`src/rtl/zigbee_rx_pkg.sv`:
```
// Shared types and constants for the receive frame controller.
package zigbee_rx_pkg;

  typedef enum logic [1:0] {
    ST_HUNT    = 2'd0,
    ST_PHR     = 2'd1,
    ST_PAYLOAD = 2'd2
  } rx_state_e;

  localparam logic [7:0]  SFD_DEFAULT   = 8'hA7;
  localparam int unsigned PHR_WIDTH     = 8;
  localparam int unsigned LEN_WIDTH     = 7;
  localparam int unsigned BIT_CNT_WIDTH = 3;

endpackage

```
`src/rtl/bit_packer.sv`:
```
// Serial-to-word assembler: packs qualified bits LSB first into DATA_WIDTH words.
module bit_packer
  import zigbee_rx_pkg::*;
#(
  parameter int unsigned DATA_SIZE_BIT = 2,
  parameter int unsigned DATA_WIDTH    = 2**DATA_SIZE_BIT
) (
  input  logic                  clk,
  input  logic                  rst_n,
  input  logic                  clr,
  input  logic                  bit_in,
  input  logic                  valid,
  output logic [DATA_WIDTH-1:0] word_c,
  output logic                  done_c
);

  localparam int unsigned           CNT_WIDTH = DATA_SIZE_BIT;
  localparam logic [CNT_WIDTH-1:0]  CNT_LAST  = CNT_WIDTH'(DATA_WIDTH - 1);

  logic [DATA_WIDTH-2:0] shreg_q;
  logic [CNT_WIDTH-1:0]  cnt_q;

  // The incoming bit is the MSB of the word it completes.
  assign word_c = {bit_in, shreg_q};
  assign done_c = valid && !clr && (cnt_q == CNT_LAST);

  // Partial-word storage and bit position within the word.
  always_ff @(posedge clk or negedge rst_n) begin
    if (!rst_n) begin
      shreg_q <= '0;
      cnt_q   <= '0;
    end else if (clr) begin
      shreg_q <= '0;
      cnt_q   <= '0;
    end else if (valid) begin
      shreg_q <= word_c[DATA_WIDTH-1:1];
      cnt_q   <= cnt_q + CNT_WIDTH'(1);
    end
  end

endmodule

```
`src/rtl/rx_frame_ctrl.sv`:
```
// Receive framer: SFD hunt, PHR length capture and payload-to-FIFO word writes.
module rx_frame_ctrl
  import zigbee_rx_pkg::*;
#(
  parameter int unsigned DATA_SIZE_BIT = 2,
  parameter int unsigned DATA_WIDTH    = 2**DATA_SIZE_BIT,
  parameter logic [7:0]  SFD_PATTERN   = SFD_DEFAULT
) (
  input  logic                  i_clk,
  input  logic                  i_rst,
  input  logic                  i_enable,
  input  logic                  i_bit,
  input  logic                  i_bit_valid,
  input  logic                  i_fifo_full,
  output logic                  o_wr_en,
  output logic [DATA_WIDTH-1:0] o_wr_data,
  output logic                  o_sync,
  output logic [LEN_WIDTH-1:0]  o_frame_len,
  output logic                  o_frame_done,
  output logic                  o_err
);

  localparam logic [BIT_CNT_WIDTH-1:0] BIT_LAST = BIT_CNT_WIDTH'(PHR_WIDTH - 1);

  rx_state_e                state_q, state_d;
  logic [PHR_WIDTH-1:0]     sr_q, sr_d, sr_shift;
  logic [BIT_CNT_WIDTH-1:0] bit_cnt_q, bit_cnt_d;
  logic [LEN_WIDTH-1:0]     byte_cnt_q, byte_cnt_d;
  logic                     wr_en_q, wr_en_d;
  logic [DATA_WIDTH-1:0]    wr_data_q, wr_data_d;
  logic                     sync_q, sync_d;
  logic [LEN_WIDTH-1:0]     frame_len_q, frame_len_d;
  logic                     done_q, done_d;
  logic                     err_q, err_d;
  logic                     leave;

  logic                     pack_clr;
  logic [DATA_WIDTH-1:0]    pack_word_c;
  logic                     pack_done_c;

  // Packer only runs while collecting payload; anything else flushes it.
  assign pack_clr = (state_q != ST_PAYLOAD) || !i_enable;

  bit_packer #(
    .DATA_SIZE_BIT (DATA_SIZE_BIT),
    .DATA_WIDTH    (DATA_WIDTH)
  ) u_packer (
    .clk    (i_clk),
    .rst_n  (i_rst),
    .clr    (pack_clr),
    .bit_in (i_bit),
    .valid  (i_bit_valid),
    .word_c (pack_word_c),
    .done_c (pack_done_c)
  );

  // State and output registers.
  always_ff @(posedge i_clk or negedge i_rst) begin
    if (!i_rst) begin
      state_q     <= ST_HUNT;
      sr_q        <= '0;
      bit_cnt_q   <= '0;
      byte_cnt_q  <= '0;
      wr_en_q     <= 1'b0;
      wr_data_q   <= '0;
      sync_q      <= 1'b0;
      frame_len_q <= '0;
      done_q      <= 1'b0;
      err_q       <= 1'b0;
    end else begin
      state_q     <= state_d;
      sr_q        <= sr_d;
      bit_cnt_q   <= bit_cnt_d;
      byte_cnt_q  <= byte_cnt_d;
      wr_en_q     <= wr_en_d;
      wr_data_q   <= wr_data_d;
      sync_q      <= sync_d;
      frame_len_q <= frame_len_d;
      done_q      <= done_d;
      err_q       <= err_d;
    end
  end

  // Next-state logic; 'leave' funnels every exit path into a clean HUNT entry.
  always_comb begin
    state_d     = state_q;
    sr_d        = sr_q;
    bit_cnt_d   = bit_cnt_q;
    byte_cnt_d  = byte_cnt_q;
    wr_en_d     = 1'b0;
    wr_data_d   = wr_data_q;
    sync_d      = sync_q;
    frame_len_d = frame_len_q;
    done_d      = 1'b0;
    err_d       = 1'b0;
    leave       = 1'b0;
    sr_shift    = {i_bit, sr_q[PHR_WIDTH-1:1]};

    if (!i_enable) begin
      leave = 1'b1;
    end else if (i_bit_valid) begin
      case (state_q)
        ST_HUNT: begin
          sr_d = sr_shift;
          if (sr_shift == SFD_PATTERN) begin
            state_d   = ST_PHR;
            sync_d    = 1'b1;
            bit_cnt_d = '0;
          end
        end
        ST_PHR: begin
          sr_d      = sr_shift;
          bit_cnt_d = bit_cnt_q + BIT_CNT_WIDTH'(1);
          if (bit_cnt_q == BIT_LAST) begin
            frame_len_d = sr_shift[LEN_WIDTH-1:0];
            if (sr_shift[LEN_WIDTH-1:0] == '0) begin
              err_d = 1'b1;
              leave = 1'b1;
            end else begin
              state_d    = ST_PAYLOAD;
              byte_cnt_d = sr_shift[LEN_WIDTH-1:0];
              bit_cnt_d  = '0;
            end
          end
        end
        ST_PAYLOAD: begin
          bit_cnt_d = bit_cnt_q + BIT_CNT_WIDTH'(1);
          if (pack_done_c) begin
            if (i_fifo_full) begin
              err_d = 1'b1;
              leave = 1'b1;
            end else begin
              wr_en_d   = 1'b1;
              wr_data_d = pack_word_c;
              if (bit_cnt_q == BIT_LAST) begin
                byte_cnt_d = byte_cnt_q - LEN_WIDTH'(1);
                if (byte_cnt_q == LEN_WIDTH'(1)) begin
                  done_d = 1'b1;
                  leave  = 1'b1;
                end
              end
            end
          end
        end
        default: begin
          leave = 1'b1;
        end
      endcase
    end

    if (leave) begin
      state_d    = ST_HUNT;
      sr_d       = '0;
      bit_cnt_d  = '0;
      byte_cnt_d = '0;
      sync_d     = 1'b0;
    end
  end

  assign o_wr_en      = wr_en_q;
  assign o_wr_data    = wr_data_q;
  assign o_sync       = sync_q;
  assign o_frame_len  = frame_len_q;
  assign o_frame_done = done_q;
  assign o_err        = err_q;

endmodule

```
`config.mk`:
```
export PLATFORM = sky130hd
export DESIGN_NAME = rx_frame_ctrl
export DESIGN_NICKNAME = d
export VERILOG_FILES = /design/src/rtl/zigbee_rx_pkg.sv /design/src/rtl/bit_packer.sv /design/src/rtl/rx_frame_ctrl.sv
export SDC_FILE = /design/constraint.sdc
export NUM_CORES = 1
export LEC_CHECK = 0
export CORE_ASPECT_RATIO = 1.5
export CORE_MARGIN = 2
export CORE_UTILIZATION = 61
export DETAILED_ROUTE_END_ITERATION = 8
export GPL_TIMING_DRIVEN = 0
export PLACE_DENSITY = 0.85
export SLEW_MARGIN = 10
export SYNTH_ARGS = -nofsm -noshare
export SYNTH_HDL_FRONTEND = slang
export SYNTH_SLANG_ARGS = --single-unit
```
`constraint.sdc`:
```
create_clock -name i_clk -period 4.75 [get_ports i_clk]
set_clock_uncertainty 0.15 [all_clocks]
set_input_delay 1.425 -clock i_clk [delete_from_list [all_inputs] [get_ports i_clk]]
set_output_delay 1.425 -clock i_clk [all_outputs]
set_load 0.01 [all_outputs]
```
==> flow_summary.yaml <==
logic_synthesis:
  synthFlopType: "dfrtp_1"
  netlist_instances: 215
  synthAdderAreaFrac_pct: 5.205
  ys_warn_count: 0
  muxShareOfSynthArea_pct: 8.733
  synth_top_family_by_area: "simple AND/OR/NAND/NOR gates"
  synth_edf_count: 0
  synth_cell_types: 49
  syn-cell-area_sq_um: 2163
  synth_simple_gate_area_share_pct: 18.10
  synth.top_cell.area_share_pct: 45.11
  yosysSeqAreaShare_pct: 45.11
  synthArstFlopShare_pct: 100.0
  yosysMostFrequentCell: "dfrtp_1"
  synth_area_leader_cell: "dfrtp_1"
  yosys-top-cells-area: "dfrtp_1 (45%), mux2_2 (5.7%), ha_1 (5.2%)"
  synth-compound-area-share_pct: 16.77
  yosys-top-cells-count: "dfrtp_1 (39), nor2_1 (16), nand2_1 (15)"
  synth-xor-area-share_pct: 1.619
  syn-num-nets: 230
  ys_ff_latch: 39
  syn_area_per_cell_sq_um: 10.06
die:
  io_pins: 21
  chipHeight_um: 76.94
  start_util_pct: 63.33
  fp-row-count: 26
  coreArea_sq_um: 3416
  die_x_um: 52.63
  floorplan.die_area_sq_um: 4049
worst_setup_path:
  crit_family: "buffers and inverters"
  cp.buffers_inverters: 2
  end_kind: "flip-flop"
  crit_start: "i_enable"
  cp_cell_sequence: "clkdlybuf4s50_1 -> nand4_1 -> o31ai_4 -> nor3b_4 -> buf_2 -> nor2_1 -> a2111oi_0"
  cpMaxStageDelayCell: "clkdlybuf4s50_1"
  arrival_ns: 3.64
  critPathMaxFanout: 10
  worstReg2RegStart: "state_q[0]"
  startpoint_type: "input pin"
  slowest_delay_ns: 0.52
  cp.required_ns: 4.73
  path_class: "input pin to flip-flop"
global_route:
  grt_pass1_vias: 1790
  track_usage_pct: 28.48
  overflow: 0
  grt_first_pass_wirelength_mm: 8.562
  grt_start_max_net_pins: 31
  antenna_found_initial: 0
sta:
  grt_setup_unrepaired: "no"
  worst_pin_slew_ns: 0.7106
  final_max_slew_viol_count: 0
  finalCriticalPeriod_ns: 3.658
  fin_crit_sh_pct: 77.01
  layout_setup_ws_ns: 1.092
  fmax_ghz: 0.2734
  max_slew_margin_pct: 52.11
  fin_setup_tns_ns: 0
  hold_viol_final: 0
  setup_viol: 0
clock_tree:
  cts.sinks: 39
  postCtsHoldBufs: 0
  postCtsSetupBuffers: 0
  clk_latency_ns: 0.29
  cts_made_buffers: 5
  cts_tree: "yes"
  htree_num_levels: 2
  clock_path_buffers: 2
  root_buffer: "clkbuf_8"
  path_clk_slew_ns: 0.08
  cts_resized: 0
placement:
  pre_cts_ws_ns: 0.8686
  placed_cells: 277
  dpl_cell_area_sq_um: 2421
  place.gp.congestion: 0.9453
  io_buffers: 19
  dp_hpwl_mm: 3.605
detailed_routing:
  drc: 0
  wl_mm: 5.146
  ant_nets: 0
  via_count: 1859
  wl_per_cell_um: 18.12
  dr.pass1.iters: 5
  drtIter0Drc: 120
  vias_per_cell: 6.546
final_layout:
  instances_no_fill: 284
  diodes: 0
  drive_above_1_share_pct: 12.40
  multi_input_area_sq_um: 1091
  syn_to_final_growth_pct: 16.83
  fillCellCount: 255
  layout.nets: 257
  seq_area_sq_um: 975.9
  fin_util_pct: 73.99
  final_cell_area_sq_um: 2527
outcome:
  status: "finished, final reports clean"
worst_hold_path:
  min-delay-start: "o_frame_len[4]"
  hold_path_class: "flip-flop to flip-flop"
flow_run:
  drv_cap: 0
power_and_ir_drop:
  ir_drop_v: 0.0002162
  p_sw_w: 0.0001423
  power.density_nw_per_um2: 252.5
  p_comb_share_pct: 5.2
  p_int_w: 0.0004958
  p_sw_share_pct: 22.30
  p_leak_nw: 1.156
  pwr-share-clk_pct: 42.5
  seqPwrFrac_pct: 52.4
## layout make-up
class                   count  share of cell area [%]
multi-input cells         151                   43.17
flip-flops and latches     39                   38.61
repair buffers             20                   8.119
clock buffers               5                   2.723
well taps                  42                   2.079
plain buffers              13                   2.030
inverters                  12                   1.782
clock inverters             2                   1.485
## layer usage
metal	part of all wire, %	vias to the layer above	wire, um	track usage, %
met4	3.8	0	197	15.64
li1	-	850	-	-
met5	0	-	0	0
met3	6.8	29	352	5.058
met2	50	110	2563	44.63
met1	39	870	2032	36.41
## state kept, by name, summed over array words and instances (netlist names)
name / count
bit_cnt_q: 3
sr_q: 7
o_frame_done: 1
state_q: 2
o_err: 1
o_sync: 1
byte_cnt_q: 7
o_wr_en: 1
u_packer.cnt_q: 2
o_frame_len: 7
u_packer.shreg_q: 3
o_wr_data: 4
## worst register-to-register path: stages, from the launching register on
cell and delay [ns]:
dfrtp_1 0.38, inv_1 0.10, ha_1 0.20, clkbuf_1 0.23
nand4_1 0.30, o31ai_4 0.15, nor3b_4 0.36, buf_2 0.33
nor2_1 0.06, a2111oi_0 0.50
## power groups by stage
stage / Combinational (W) / Sequential [W] / Clock (W)
after global routing: 0.0000363 / 0.000334 / 0.000285
after global placement: 0.0000304 / 0.000341 / 0
after floorplan: 0.0000144 / 0.000340 / 0
after detailed placement: 0.0000326 / 0.000341 / 0
final: 0.0000329 / 0.000334 / 0.000271
after CTS: 0.0000326 / 0.000334 / 0.000277
## cell families (layout without fill, tap and decap cells)
logic type,count (synthesis),count (layout)
adders and majority gates,9,9
DFF,39,39
AOI/OAI and AO/OA,49,49
muxes,17,17
xor gates and xnor gates,4,4
and+or+nand+nor,72,72
buffers and inverters,25,52
## placed cells by master (no fill, tap or decap), types with 7 or more instances in the layout
cell type        netlist  routed
a21oi_1               14      14
clkbuf_1              10      10
clkdlybuf4s50_1        0      18
dfrtp_1               39      39
ha_1                   9       9
inv_1                 12      12
mux2_2                11      11
nand2_1               15      15
nand4_1               13      13
nor2_1                16      16
o21ai_0                7       7
## path summary, 6_finish.rpt
path                                           to  slack [ns]  depth (start not counted)
worst max-delay path                   state_q[0]        1.09                          7
worst min-delay path               o_frame_len[4]        0.33                          2
worst max register to register         state_q[0]        1.84                          9
worst min register to register     o_frame_len[4]        0.33                          2
max in group asynchronous       u_packer.cnt_q[0]        3.18                          2
min in group asynchronous            o_frame_done        0.84                          1
## stage by stage
step	total power [W]	hold WS (ns)
after floorplan	0.0003547	0.3198
after global placement	0.0003711	0.3144
after detailed placement	0.0003733	0.3269
after CTS	0.0006433	0.3440
after global routing	0.0006557	0.3739
final	0.0006381	0.3338
Note: power is estimated with default switching activity, not from simulation.
